File: src/rtl/fifo_burst_reader.sv
// Burst reader: drains a show-ahead FIFO into a request/write-beat/response
// bus, splitting a transfer into bursts of at most BURST_LEN beats.
module fifo_burst_reader #(
  parameter int DATA_BITS = 32,
  parameter int BURST_LEN = 4,
  parameter int CNT_BITS  = 5
) (
  input  logic                 clk,
  input  logic                 rst_n,
  input  logic                 start_i,
  input  logic [31:0]          base_addr_i,
  input  logic [15:0]          total_beats_i,
  input  logic [CNT_BITS-1:0]  fifo_cnt_i,
  input  logic [DATA_BITS-1:0] fifo_data_i,
  output logic                 fifo_ren_o,
  output logic                 req_valid_o,
  input  logic                 req_ready_i,
  output logic [31:0]          req_addr_o,
  output logic [3:0]           req_len_o,
  output logic                 wvalid_o,
  input  logic                 wready_i,
  output logic [DATA_BITS-1:0] wdata_o,
  output logic                 wlast_o,
  input  logic                 resp_valid_i,
  input  logic                 resp_err_i,
  output logic                 busy_o,
  output logic                 done_o,
  output logic                 err_o
);

  localparam int BYTES = DATA_BITS / 8;

  typedef enum logic [2:0] {
    S_IDLE, S_WAIT_DATA, S_REQ, S_DATA, S_RESP, S_FIN
  } state_e;

  state_e      state_q;
  logic [31:0] addr_q;
  logic [15:0] rem_q;
  logic [4:0]  blen_q;   // beats in the current burst, 1..16
  logic [4:0]  beat_q;   // beats accepted so far in the current burst
  logic        err_q;

  logic [15:0] rem_d;
  logic [31:0] addr_d;
  logic        last_beat;
  logic        fifo_ready;

  // Burst size is the smaller of the configured maximum and what is left.
  function automatic logic [4:0] burst_of(input logic [15:0] rem);
    if (rem >= 16'(BURST_LEN)) return 5'(BURST_LEN);
    else                       return rem[4:0];
  endfunction

  // Post-burst address/remaining values, applied when the response arrives.
  always_comb begin
    rem_d      = rem_q - 16'(blen_q);
    addr_d     = addr_q + (32'(blen_q) * 32'(BYTES));
    last_beat  = (beat_q == (blen_q - 5'd1));
    fifo_ready = (32'(fifo_cnt_i) >= 32'(blen_q));
  end

  // Transfer sequencer: all counters and the sticky error live here.
  always_ff @(posedge clk or negedge rst_n) begin
    if (!rst_n) begin
      state_q <= S_IDLE;
      addr_q  <= '0;
      rem_q   <= '0;
      blen_q  <= '0;
      beat_q  <= '0;
      err_q   <= 1'b0;
    end else begin
      case (state_q)
        S_IDLE: begin
          if (start_i) begin
            // Any accepted start begins a fresh transfer, so the old error goes.
            err_q <= 1'b0;
            if (total_beats_i != 16'd0) begin
              addr_q  <= base_addr_i;
              rem_q   <= total_beats_i;
              blen_q  <= burst_of(total_beats_i);
              beat_q  <= '0;
              state_q <= S_WAIT_DATA;
            end else begin
              state_q <= S_FIN;
            end
          end
        end
        S_WAIT_DATA: begin
          // Only request once the whole burst is already in the FIFO, so the
          // data phase never has to stall on an empty FIFO.
          beat_q <= '0;
          if (fifo_ready) state_q <= S_REQ;
        end
        S_REQ: begin
          if (req_ready_i) state_q <= S_DATA;
        end
        S_DATA: begin
          if (wready_i) begin
            if (last_beat) begin
              beat_q  <= '0;
              state_q <= S_RESP;
            end else begin
              beat_q <= beat_q + 5'd1;
            end
          end
        end
        S_RESP: begin
          if (resp_valid_i) begin
            if (resp_err_i) err_q <= 1'b1;
            addr_q <= addr_d;
            rem_q  <= rem_d;
            if (rem_d == 16'd0) begin
              state_q <= S_FIN;
            end else begin
              blen_q  <= burst_of(rem_d);
              state_q <= S_WAIT_DATA;
            end
          end
        end
        S_FIN:   state_q <= S_IDLE;
        default: state_q <= S_IDLE;
      endcase
    end
  end

  // Outputs decoded from state/counters; only the pop strobe looks at wready_i.
  always_comb begin
    busy_o      = (state_q != S_IDLE);
    done_o      = (state_q == S_FIN);
    err_o       = err_q;
    req_valid_o = (state_q == S_REQ);
    req_addr_o  = (state_q == S_REQ) ? addr_q : 32'd0;
    req_len_o   = (state_q == S_REQ) ? 4'(blen_q - 5'd1) : 4'd0;
    wvalid_o    = (state_q == S_DATA);
    wdata_o     = (state_q == S_DATA) ? fifo_data_i : '0;
    wlast_o     = (state_q == S_DATA) && last_beat;
    fifo_ren_o  = wvalid_o & wready_i;
  end

endmodule

File: config.mk
export PLATFORM = sky130hd
export DESIGN_NAME = fifo_burst_reader
export DESIGN_NICKNAME = d
export VERILOG_FILES = /design/src/rtl/fifo_burst_reader.sv
export SDC_FILE = /design/constraint.sdc
export NUM_CORES = 1
export LEC_CHECK = 0
export ABC_CLOCK_PERIOD_IN_PS = 7000
export BUFFER_PORTS_ARGS = -buffer_cell sky130_fd_sc_hd__buf_2
export CAP_MARGIN = 10
export CORE_UTILIZATION = 43
export CTS_BUF_LIST = sky130_fd_sc_hd__clkbuf_16
export CTS_CLUSTER_SIZE = 12
export DETAILED_ROUTE_END_ITERATION = 8
export GPL_TIMING_DRIVEN = 0
export HOLD_SLACK_MARGIN = 0.15
export PLACE_DENSITY_LB_ADDON = 0.2
export SLEW_MARGIN = 20
export SYNTH_ARGS = -nofsm -noshare
export SYNTH_HDL_FRONTEND = slang
export SYNTH_SLANG_ARGS = --single-unit
File: constraint.sdc
create_clock -name clk -period 7 [get_ports clk]
set_clock_uncertainty 0.05 [all_clocks]
set_input_delay 0.35 -clock clk [delete_from_list [all_inputs] [get_ports clk]]
set_output_delay 0.35 -clock clk [all_outputs]
set_load 0.05 [all_outputs]
==> metrics.txt <==
status finished clean; Syn-to-layout area delta 26.0%; gr busiest metal met2; area of the multi-input gates around 3100 um2; final WL between 15000 and 20000 um; Worst path depth 9; CTS sink count 62; cts repair resizes 0; Power Internal around 1.3 mW; Comb power frac approximately 62%; Post-Synthesis Cells roughly 610; # nets final 904; DP Cell Count roughly 920; total of max-cap violations 0; Synth Cell Area ~5000 um2; dpl hpwl ~13000 um; Hold Vio Cnt, Final 0; GR Layer Usage met3 under 10%; largest cells by area after synthesis dfrtp_1 (31%), and3_1 (5.3%), a21oi_1 (4.5%), ha_1 (4.3%), and2_1 (4.0%); I/O Pins ~170; M1 GR Usage between 30% and 40%; min setup slack post-route 3.50 ns; routed length per placed instance between 15 and 20 um; final worst-path cycle share between 50% and 60%; Commonest cells post-synth dfrtp_1 (62), nand2_1 (52), a21oi_1 (45), nor2_1 (45), and3_1 (42); Critical Path AT ~3.7 ns; Remaining DRCs 0; 1st-pass router iterations 7; Root Driver clkbuf_16; YS warnings 0; CTS tree built; pre-CTS setup slack between 3 and 4 ns; Crit path largest cell delay 0.66 ns; flops & latches, synth 62; Req. time, crit path just over 7 ns; antenna violations before repair 0; first-pass GRT wire length 26500 um; max_slew headroom 45.1%; final setup fails 0; r2r startpoint blen_q[0]; Yosys top cell area share a little under a third; Hold Path Depth 2; post-synthesis net count 725; DIE WIDTH between 100 and 150 um; Min Clock Period, post-route roughly 3.5 ns; Rows 38; worst skew pair latency 0.33 ns; sw frac 54.2%; fmax roughly 290 MHz; Worst-path clk slew about 0.050 ns; core area 11000 um2; async set-reset flop share out of synthesis between 90% and 100%; die area about 12000 um2; net switching power ~1.6 mW; Top delay family on crit path compound AO/OA/AOI/OAI gates; Register Area ~1600 um2; Max Root-Sink Buffers 2; Crit. Startpoint blen_q[0]; Initial Util around 45%; Clock power frac 13.5%; gpl congestion about 0.9; Slowest cell on crit path nor4b_1; CP Cell Sequence ha_1 > inv_1 > fa_1 > xor2_1 > nand4b_1 > a311o_1 > a2111o_1 > nor4b_1 > o31a_1; unrepaired setup endpoints after global routing no; H-tree depth 3; GRT overflow 0; worst-margin pin slew between 0.8 and 0.9 ns; vias in the first global route between 5000 and 6000; post-synthesis sequential area ratio a little under a third; WP buf/inv 1; Via density slightly above 6; DRT antenna net count 0; EDFF count, synth 0; min-delay src start_i; Seq pwr share around 24%; Pleak roughly 2.9 nW; Die H 109 um; pwr dens 459 nW/um2; Synth area leader dfrtp_1; IO buf count ~170; Vias 5669; setup tns final 0 ns; fraction of layout cells with a size suffix above 1 a little under a quarter; Fill cells ~1100; GRT Util Overall 29.2%; Max Slew Vio Count 0; Syn Area/Cell 8.06 um2; VDD IR max ~260 uV; peak fanout along the critical path 7; antenna cells 0; crit path launch type flip-flop; Hold Path Class input pin to flip-flop; R2R cell count 9; Netlist cell types a little under 70; WS Path Type flip-flop to flip-flop; Synth Flop Type dfrtp_1; 1st-iter DRT viols 510; Global Route met2 Usage between 40% and 50%; count leader, synth dfrtp_1; largest net degree at the start of global routing 33; crit end category flip-flop; post-route insts no fill roughly 940; total CTS buffers 9
## per-stage QoR
stage          util, %  instance area (um2)  hold WS (ns)  power [mW]
3_5_place_dp      54.2                 5980         0.272        2.46
6_report          56.6                 6240         0.182        2.87
5_1_grt           56.6                 6240         0.199        3.06
4_1_cts           56.6                 6240         0.180        2.85
2_1_floorplan        -                 4950       0.00441        2.01
3_3_place_gp      54.0                 5960         0.427        2.40
## registers in the layout, summed over array words and instances, names as in the netlist
name / flops
state_q: 3
beat_q: 5
rem_q: 16
err_o: 1
blen_q: 5
addr_q: 32
## final timing paths
path	to	slack [ns]
worst max-delay path	state_q[2]	3.50
worst min-delay path	err_o	0.18
worst max register to register	state_q[2]	3.50
worst min register to register	rem_q[3]	0.44
max in group asynchronous	addr_q[12]	5.91
min in group asynchronous	addr_q[20]	0.44
## repair_timing
item / in CTS / in global routing
endpoints found under the hold margin: 30 / 0
hold buffers: 1 / 0
setup buffers: 0 / 0
endpoints found under the setup margin: 0 / 0
## cells in the final DEF, fill, tap and decap left out, types with 7 or more instances in the layout
cell       count
buf_2        167
dfrtp_1       62
nand2_1       52
nor2_1        45
a21oi_1       45
and3_1        42
clkbuf_1      41
o21ai_0       33
and2_1        32
inv_1         25
nand3_1       18
o22ai_1       18
ha_1          17
nor3_1        12
nor4_1        11
a31oi_1        9
o21a_1         9
clkbuf_16      9
a211oi_1       8
xnor2_1        7
## cell type report
cell class | instances | share of cell area, %
flip-flops and latches | 62 | 24.9
clock buffers | 9 | 3.61
inverters | 22 | 1.32
repair buffers | 168 | 13.8
well taps | 140 | 2.81
multi-input cells | 483 | 50.2
clock inverters | 6 | 0.381
plain buffers | 47 | 3.01
## power groups by stage
stage / logic (mW) / clock network (mW) / registers (mW)
2_1_floorplan: 1.36 / 0 / 0.646
3_3_place_gp: 1.72 / 0 / 0.681
3_5_place_dp: 1.76 / 0 / 0.693
4_1_cts: 1.77 / 0.389 / 0.688
5_1_grt: 1.95 / 0.404 / 0.715
6_report: 1.79 / 0.388 / 0.693
## layer usage
metal | vias up | wire length [um]
met1 | 2678 | 7160
met5 | - | 0
li1 | 2652 | -
met3 | 32 | 1550
met4 | 0 | 383
met2 | 307 | 8070
## cells by family (layout without fill, tap and decap cells)
group | count (synthesis) | count (layout) | share of synthesized area (%)
xor gates and xnor gates | 11 | 11 | 1.95
DFF | 62 | 62 | 31.3
and+or+nand+nor | 246 | 246 | 26.7
buffers and inverters | 69 | 252 | 5.46
AOI/OAI and AO/OA | 197 | 197 | 27.4
muxes | 10 | 10 | 2.12
adders and majority gates | 19 | 19 | 5.10
Power figures use the tool's default switching activity.
